<file path="config.mk">
export PLATFORM = sky130hd
export DESIGN_NAME = tree_sum_accumulator
export DESIGN_NICKNAME = d
export VERILOG_FILES = /design/src/rtl/tree_acc_pkg.sv /design/src/rtl/result_skid_reg.sv /design/src/rtl/tree_sum_accumulator.sv
export SDC_FILE = /design/constraint.sdc
export NUM_CORES = 1
export LEC_CHECK = 0
export BUFFER_PORTS_ARGS = -buffer_cell sky130_fd_sc_hd__clkbuf_2
export CAP_MARGIN = 20
export CORE_ASPECT_RATIO = 0.7
export CORE_UTILIZATION = 55
export CTS_BUF_LIST = sky130_fd_sc_hd__clkbuf_8
export DETAILED_ROUTE_END_ITERATION = 7
export GPL_TIMING_DRIVEN = 1
export PLACE_DENSITY = 0.9
export RECOVER_POWER = 50
export SYNTH_ARGS = -nofsm -noshare
export SYNTH_HDL_FRONTEND = slang
export SYNTH_SLANG_ARGS = --single-unit
</file>
<file path="constraint.sdc">
create_clock -name clk_i -period 4.5 [get_ports clk_i]
set_input_delay 0.9 -clock clk_i [delete_from_list [all_inputs] [get_ports clk_i]]
set_output_delay 0.9 -clock clk_i [all_outputs]
set_load 0.01 [all_outputs]
</file>
<file path="src/rtl/tree_acc_pkg.sv">
// Shared types and constants for the tree-sum accumulator slice.
package tree_acc_pkg;

    typedef enum logic {IDLE, ACCUM} tree_acc_state_e;

    localparam int HALF_WIDTH = 16;

endpackage

</file>
<file path="src/rtl/result_skid_reg.sv">
// Single-entry valid/ready output buffer: a load always wins over a drain,
// so a result can be replaced in the same cycle the old one is consumed.
module result_skid_reg #(
    parameter int WIDTH = 32
) (
    input  logic             clk,
    input  logic             rst_n,
    input  logic             load,
    input  logic [WIDTH-1:0] load_data,
    input  logic             drain,
    output logic [WIDTH-1:0] data,
    output logic             valid
);

    always_ff @(posedge clk or negedge rst_n) begin
        if (!rst_n) begin
            valid <= 1'b0;
            data  <= '0;
        end else if (load) begin
            valid <= 1'b1;
            data  <= load_data;
        end else if (drain) begin
            valid <= 1'b0;
        end
    end

endmodule

</file>
<file path="src/rtl/tree_sum_accumulator.sv">
// Accumulates a programmed number of tree-adder beats into one result and
// hands it to the consumer through a single-entry output buffer.
module tree_sum_accumulator
    import tree_acc_pkg::*;
#(
    parameter  int DATA_WIDTH = 32,
    parameter  int MAX_LEN    = 256,
    localparam int CNT_WIDTH  = $clog2(MAX_LEN + 1)
) (
    input  logic                  clk_i,
    input  logic                  rst_ni,
    input  logic [DATA_WIDTH-1:0] in_data_i,
    input  logic                  in_valid_i,
    output logic                  in_ready_o,
    input  logic [CNT_WIDTH-1:0]  acc_len_i,
    input  logic                  halved_precision_i,
    input  logic                  clear_i,
    output logic [DATA_WIDTH-1:0] out_data_o,
    output logic                  out_valid_o,
    input  logic                  out_ready_i,
    output logic                  busy_o
);

    tree_acc_state_e state, next_state;

    logic [DATA_WIDTH-1:0] acc;
    logic [CNT_WIDTH-1:0]  cnt;
    logic [CNT_WIDTH-1:0]  len_q;
    logic                  hp_q;

    logic [CNT_WIDTH-1:0]  eff_len;
    logic                  last_pending;
    logic                  accept;
    logic                  finish;
    logic                  hp_sel;
    logic [DATA_WIDTH-1:0] sum;
    logic [DATA_WIDTH-1:0] result;

    always_comb begin
        if (acc_len_i == '0) begin
            eff_len = CNT_WIDTH'(1);
        end else if (acc_len_i > CNT_WIDTH'(MAX_LEN)) begin
            eff_len = CNT_WIDTH'(MAX_LEN);
        end else begin
            eff_len = acc_len_i;
        end
    end

    // In IDLE the run length is not latched yet, so look at the live config.
    assign last_pending = (state == IDLE) ? (eff_len == CNT_WIDTH'(1))
                                          : (cnt + CNT_WIDTH'(1) == len_q);
    assign in_ready_o   = !clear_i && !(last_pending && out_valid_o && !out_ready_i);
    assign accept       = in_valid_i && in_ready_o;
    assign finish       = accept && last_pending;

    // acc is always zero in IDLE, so the same adder serves the first beat.
    assign sum    = acc + in_data_i;
    assign hp_sel = (state == IDLE) ? halved_precision_i : hp_q;
    assign result = hp_sel ? {{(DATA_WIDTH - HALF_WIDTH){sum[HALF_WIDTH-1]}}, sum[HALF_WIDTH-1:0]}
                           : sum;

    always_ff @(posedge clk_i or negedge rst_ni) begin
        if (!rst_ni) begin
            state <= IDLE;
        end else begin
            state <= next_state;
        end
    end

    always_comb begin
        next_state = state;
        if (clear_i) begin
            next_state = IDLE;
        end else begin
            unique case (state)
                IDLE:    if (accept && !last_pending) next_state = ACCUM;
                ACCUM:   if (finish)                  next_state = IDLE;
                default: next_state = IDLE;
            endcase
        end
    end

    always_ff @(posedge clk_i or negedge rst_ni) begin
        if (!rst_ni) begin
            acc   <= '0;
            cnt   <= '0;
            len_q <= '0;
            hp_q  <= 1'b0;
        end else if (clear_i || finish) begin
            acc <= '0;
            cnt <= '0;
        end else if (accept) begin
            acc <= sum;
            cnt <= cnt + CNT_WIDTH'(1);
            if (state == IDLE) begin
                len_q <= eff_len;
                hp_q  <= halved_precision_i;
            end
        end
    end

    result_skid_reg #(
        .WIDTH (DATA_WIDTH)
    ) u_result (
        .clk       (clk_i),
        .rst_n     (rst_ni),
        .load      (finish),
        .load_data (result),
        .drain     (out_ready_i),
        .data      (out_data_o),
        .valid     (out_valid_o)
    );

    assign busy_o = (state == ACCUM);

endmodule

</file>
# ---- Yosys cells after proc, flatten, opt, wreduce, memory -nomap -nowiden
# Cells that the tools add are included.
dict set report totals {
  ff_bits 85
  input_bits 47
}
dict set report op_classes {
  add_sub_neg 2
  order_cmp 1
  eq_ne 2
  muxes 15
  n_bitwise 2
  n_reduce_logical 16
}
# op n
set ops {}
lappend ops {{32-bit 2-to-1 mux} 3}
lappend ops {{9-bit 2-to-1 mux} 4}
lappend ops {{32-bit adder} 1}
lappend ops {{9-bit by 1-bit adder with 9-bit output, second input constant} 1}
lappend ops {{9-bit by 1-bit equality test with 1-bit output, second input constant} 1}
lappend ops {{9-bit equality test} 1}
lappend ops {{9-bit > comparator, second input constant} 1}
lappend ops {{9-bit zero test} 1}
lappend ops {{1-bit 2-to-1 mux} 7}
lappend ops {{1-bit logical AND} 6}
lappend ops {{1-bit zero test} 4}
lappend ops {{2-bit nonzero test} 2}
lappend ops {{3-bit AND reduction} 1}
lappend ops {{1-bit NOT} 2}
lappend ops {{1-bit one-hot mux with 2 select lines} 1}
lappend ops {{2-bit AND reduction} 1}
lappend ops {{1-bit logical OR} 1}

# ---- Depth between registers and ports, before layout
dict set report depth {
  word_depth 14
  depth_mapped 12
  ltp_nobuf 12
}

# ---- By module
# Synthesis repeated with hierarchy kept, for this count alone.
dict set report unflattened {
  hier_cells 529
  area_unflattened_um2 5316.3
}
# mod instances cells_each area_per_inst_um2
set by_module_without_submodules {}
lappend by_module_without_submodules {tree_sum_accumulator 1 458 3938.8}
lappend by_module_without_submodules {result_skid_reg 1 71 1377.6}

# ---- Worst setup path before layout
# OpenSTA, ideal clock, no wires.
dict set report synth_timing {
  path_kind {input port to flip-flop}
  startpoint {input in_data_i[0]}
  endpoint {register u_result.data[28]}
  setup_ns 0.125
  arrival_ns 3.077
  path_slack_ns 1.299
  stages 12
  n_path_buf 0
  cell_sequence {ha_1 > inv_1 > fa_1 > nor2b_1 > o21ai_1 > a21oi_1 > o41a_1 > a21oi_2 > o211a_1 > o31ai_1 > a2bb2oi_1 > nand2_1}
}
dict set report synth_between {
  elab_chain_len 2
}
# element line
set synth_rtl {}
lappend synth_rtl {{start: declaration} tree_sum_accumulator.sv:12} ;# input logic [DATA_WIDTH-1:0] in_data_i,
lappend synth_rtl {{32-bit adder} tree_sum_accumulator.sv:57} ;# assign sum = acc + in_data_i;
lappend synth_rtl {{32-bit 2-to-1 mux} tree_sum_accumulator.sv:59} ;# assign result = hp_sel ? {{(DATA_WIDTH - HALF_WIDTH){sum[HALF_WIDTH-1]}}, sum[HALF_WIDTH-1:0]}
lappend synth_rtl {{end signal: assignment} result_skid_reg.sv:21} ;# data <= load_data;
lappend synth_rtl {{end: declaration} result_skid_reg.sv:11} ;# output logic [WIDTH-1:0] data,
# Every way passes these cells.
# A chain may end at the register's enable or synchronous reset.

# ---- Worst setup path in the final report
dict set report layout_timing {
  startpoint {register cnt[0]}
  endpoint {output in_ready_o}
}
dict set report layout_between {
  elab_chain_len 7
}
# element line
set layout_rtl {}
lappend layout_rtl {{start: declaration} tree_sum_accumulator.sv:27} ;# logic [CNT_WIDTH-1:0] cnt;
lappend layout_rtl {{start signal: assignment} tree_sum_accumulator.sv:94} ;# cnt <= cnt + CNT_WIDTH'(1);
lappend layout_rtl {{9-bit by 1-bit adder with 9-bit output} tree_sum_accumulator.sv:51} ;# : (cnt + CNT_WIDTH'(1) == len_q);
lappend layout_rtl {{9-bit equality test} tree_sum_accumulator.sv:51}
lappend layout_rtl {{1-bit 2-to-1 mux} tree_sum_accumulator.sv:50} ;# assign last_pending = (state == IDLE) ? (eff_len == CNT_WIDTH'(1))
lappend layout_rtl {{1-bit logical AND (2 in a row)} tree_sum_accumulator.sv:52} ;# assign in_ready_o = !clear_i && !(last_pending && out_valid_o && !out_ready_i);
lappend layout_rtl {{1-bit zero test} tree_sum_accumulator.sv:52}
lappend layout_rtl {{1-bit logical AND} tree_sum_accumulator.sv:52}
lappend layout_rtl {{end: declaration} tree_sum_accumulator.sv:14} ;# output logic in_ready_o,
# Every way passes these cells.

==> impl_metrics.yaml <==
status:
  status: "finished, violations left"
  violations: "capacitance limit, slew limit"
synthesis:
  synth_cell_types: 65
  netlist_top_cells_area: "dfrtp_1 (40%), ha_1 (7.5%), nand2_1 (6.0%), a21oi_1 (4.2%), a22o_1 (4.1%)"
  yosysTopAreaCell: "dfrtp_1"
  async_flop_share_pct: 100
  yosysMostFrequentCell: "nand2_1"
  yosys_warnings: 0
  ys_ff_latch: 85
  synth_commonest_cells: "nand2_1 (86), dfrtp_1 (85), a21oi_1 (45)"
  syn_nets: 665
  syn_area_mm2: 0.00536
  synth_top_cell_area_share_pct: 39.7
  syn-instance-count: 585
  synth-edff-count: 0
  ys_seq_area_share_pct: 39.7
  synth_area_per_cell_um2: 9.16
  ys.flop_type: "dfrtp_1"
power_and_ir_drop:
  ir_worst_vdd_v: 0.000268
  p_leak_nw: 3.00
  powerDensity_mw_per_mm2: 398
floorplanning:
  rows: 29
  die_height_um: 84.6
  core_area_mm2: 0.00925
  start_util_pct: 57.9
  pin_count: 82
  die_area_mm2: 0.0101
  dieWidth_um: 120
timing:
  slew_headroom_pct: -19.9
  setup_viol: 0
  setup_total_negative_slack_ns: 0
  rsz0062_at_grt: "no"
  whs_ns: 0.479
  final.setup_skew_ns: 0.0143
  slew_viol_final: 72
  finalCritPeriodShare_pct: 83.6
  period_needed_ns: 3.76
  tightest_slew_ns: 1.80
  max_freq_mhz: 266
  hold_viol: 0
global_routing:
  grt-ovfl-total: 0
  grt_first_pass_wirelength_um: 22800
  met1_usage_pct: 41.6
  grt-busiest-layer: "met2"
  grt_pass1_vias: 4676
  met3_usage_pct: 5.91
  use_met2_pct: 42.8
  antenna_found_initial: 0
  grtUsageTotal_pct: 28.7
  grt_max_degree: 86
worst_setup_path:
  worstPathArrival_ns: 2.86
  cp_top_family: "simple AND/OR/NAND/NOR gates"
  worst_ep_required_time_ns: 3.60
  cp-start-kind: "register"
  timing.rr.start: "cnt[0]"
  crit_chain: "ha_1 -> and3_1 -> nand4_1 -> xnor2_1 -> xor2_1 -> o31ai_4 -> nand2b_2 -> nor2b_1 -> clkbuf_2"
  critPathCapture: "in_ready_o"
  startpoint: "cnt[0]"
  rr_worst_depth: 10
  worstPathMaxFanout: 8
  cp_slowest_cell: "o31ai_4"
  path_class: "reg -> out"
  r2r_end: "u_result.data[30]"
  critPathMaxStageDelay_ns: 0.48
  r2r_slack_ns: 1.17
  cp_num_cells: 9
  critPathCaptureType: "primary output"
  crit_buf_inv: 1
placed_design:
  dp.cells: 773
  numPortBuffers: 81
  gp_congestion: 0.956
  place_hpwl_um: 9930
clock_tree:
  postCtsSetupRepairBufs: 0
  clk_latency_ns: 0.37
  numCtsBuffers: 9
  holdBufCountCts: 0
  clock-root-buffer: "clkbuf_8"
  h-tree-depth: 3
  ctsLongestPathBuffers: 2
  cts.repair.resized: 0
  clk_transition_reported_paths_ns: 0.08
  clkSinkCount: 85
  cts_tree: "built"
final_layout:
  fin_cells: 790
  layout.nets: 741
  drive_above_1_share_pct: 16.2
  utilization_pct: 65.2
  layout-area-overhead-vs-synth_pct: 12.7
  diodes: 0
detailed_routing:
  detail-route-antenna-nets: 0
  post_drt_wl_per_cell_um: 17.4
  vias_per_cell: 6.11
  drt_drc_violations_left: 0
  via_count: 4823
  drtIter0Drc: 414
  first_pass_iters: 5
  wl_um: 13700
worst_hold_path:
  hold_class: "reg -> reg"
flow_run:
  max_cap_viol_count: 1
## metrics by stage
step	worst slack [ns]	total power [mW]	cell area, um2
finish	0.739	2.40	6040
global route	0.582	2.54	6040
detailed placement	0.783	1.82	5850
CTS	0.757	2.41	6060
floorplan	1.30	1.56	5360
global placement	1.01	1.79	5850
## layer usage
metal | share of wire [%] | vias up | routed length, um
met1 | 46 | 2305 | 6330
met4 | 1.9 | 0 | 267
met5 | 0 | - | 0
li1 | - | 2263 | -
met2 | 44 | 226 | 5980
met3 | 8.4 | 29 | 1150
## cells in the final DEF (no fill, tap or decap), drive strengths merged, types with 4 or more instances in the layout
cell type	Yosys	routed
a211oi	4	4
a21o	19	19
a21oi	47	47
a22o	25	25
a31oi	5	5
and3	5	5
buf	11	6
clkbuf	12	91
dfrtp	85	85
ha	32	32
inv	20	23
mux2	5	5
nand2	86	86
nand2b	7	7
nand3	18	18
nand3b	9	9
nand4	8	8
nor2	31	31
nor2b	7	7
nor3	13	13
o21ai	49	49
o31ai	4	4
xnor2	23	23
xor2	18	18
## cells by family after synthesis
logic type | count (synthesis) | share of synthesized area, %
and+or+nand+nor | 196 | 17.9
AOI/OAI and AO/OA | 181 | 23.0
DFF | 85 | 39.7
buffers and inverters | 43 | 3.62
xor gates and xnor gates | 41 | 6.70
muxes | 6 | 1.24
adders and majority gates | 33 | 7.85
## area by class of cell
| cell class | instances | area (um2) |
|---|---|---|
| Fill cell | 760 | 3220 |
| Clock buffer | 9 | 124 |
| Inverter | 20 | 75.1 |
| Timing Repair Buffer | 88 | 433 |
| Clock inverter | 7 | 83.8 |
| Multi-Input combinational cell | 457 | 3040 |
| Sequential cell | 85 | 2130 |
| Tap cell | 124 | 155 |
## registers in the layout (all words and copies together) (netlist names)
signal          count
acc                32
u_result.data      32
cnt                 9
len_q               9
busy_o              1
hp_q                1
u_result.valid      1
## power breakdown
group | internal [mW] | total [mW] | switching, mW
sequential | 0.884 | 0.962 | 0.0781
combinational | 0.343 | 0.859 | 0.515
clock | 0.306 | 0.580 | 0.274
total | 1.53 | 2.40 | 0.868
## worst register-to-register path: cells and delay by family, from the launching register on
| family | cells | cell delay, ns |
|---|---|---|
| AO/OA/AOI/OAI | 2 | 0.55 |
| XOR/XNOR | 2 | 0.42 |
| adder cells (fa/ha/maj) | 1 | 0.30 |
| flip-flops | 1 | 0.46 |
| AND/OR/NAND/NOR | 5 | 1.54 |
## worst min-delay path by stage
stage,startpoint,end,cells past startpoint
floorplan,hp_q,hp_q,2
global placement,u_result.data[6],u_result.data[6],2
detailed placement,u_result.data[13],u_result.data[13],2
CTS,u_result.data[13],u_result.data[13],2
global route,u_result.data[4],u_result.data[4],2
finish,u_result.data[13],u_result.data[13],2
(Power assumes the default switching activity.)
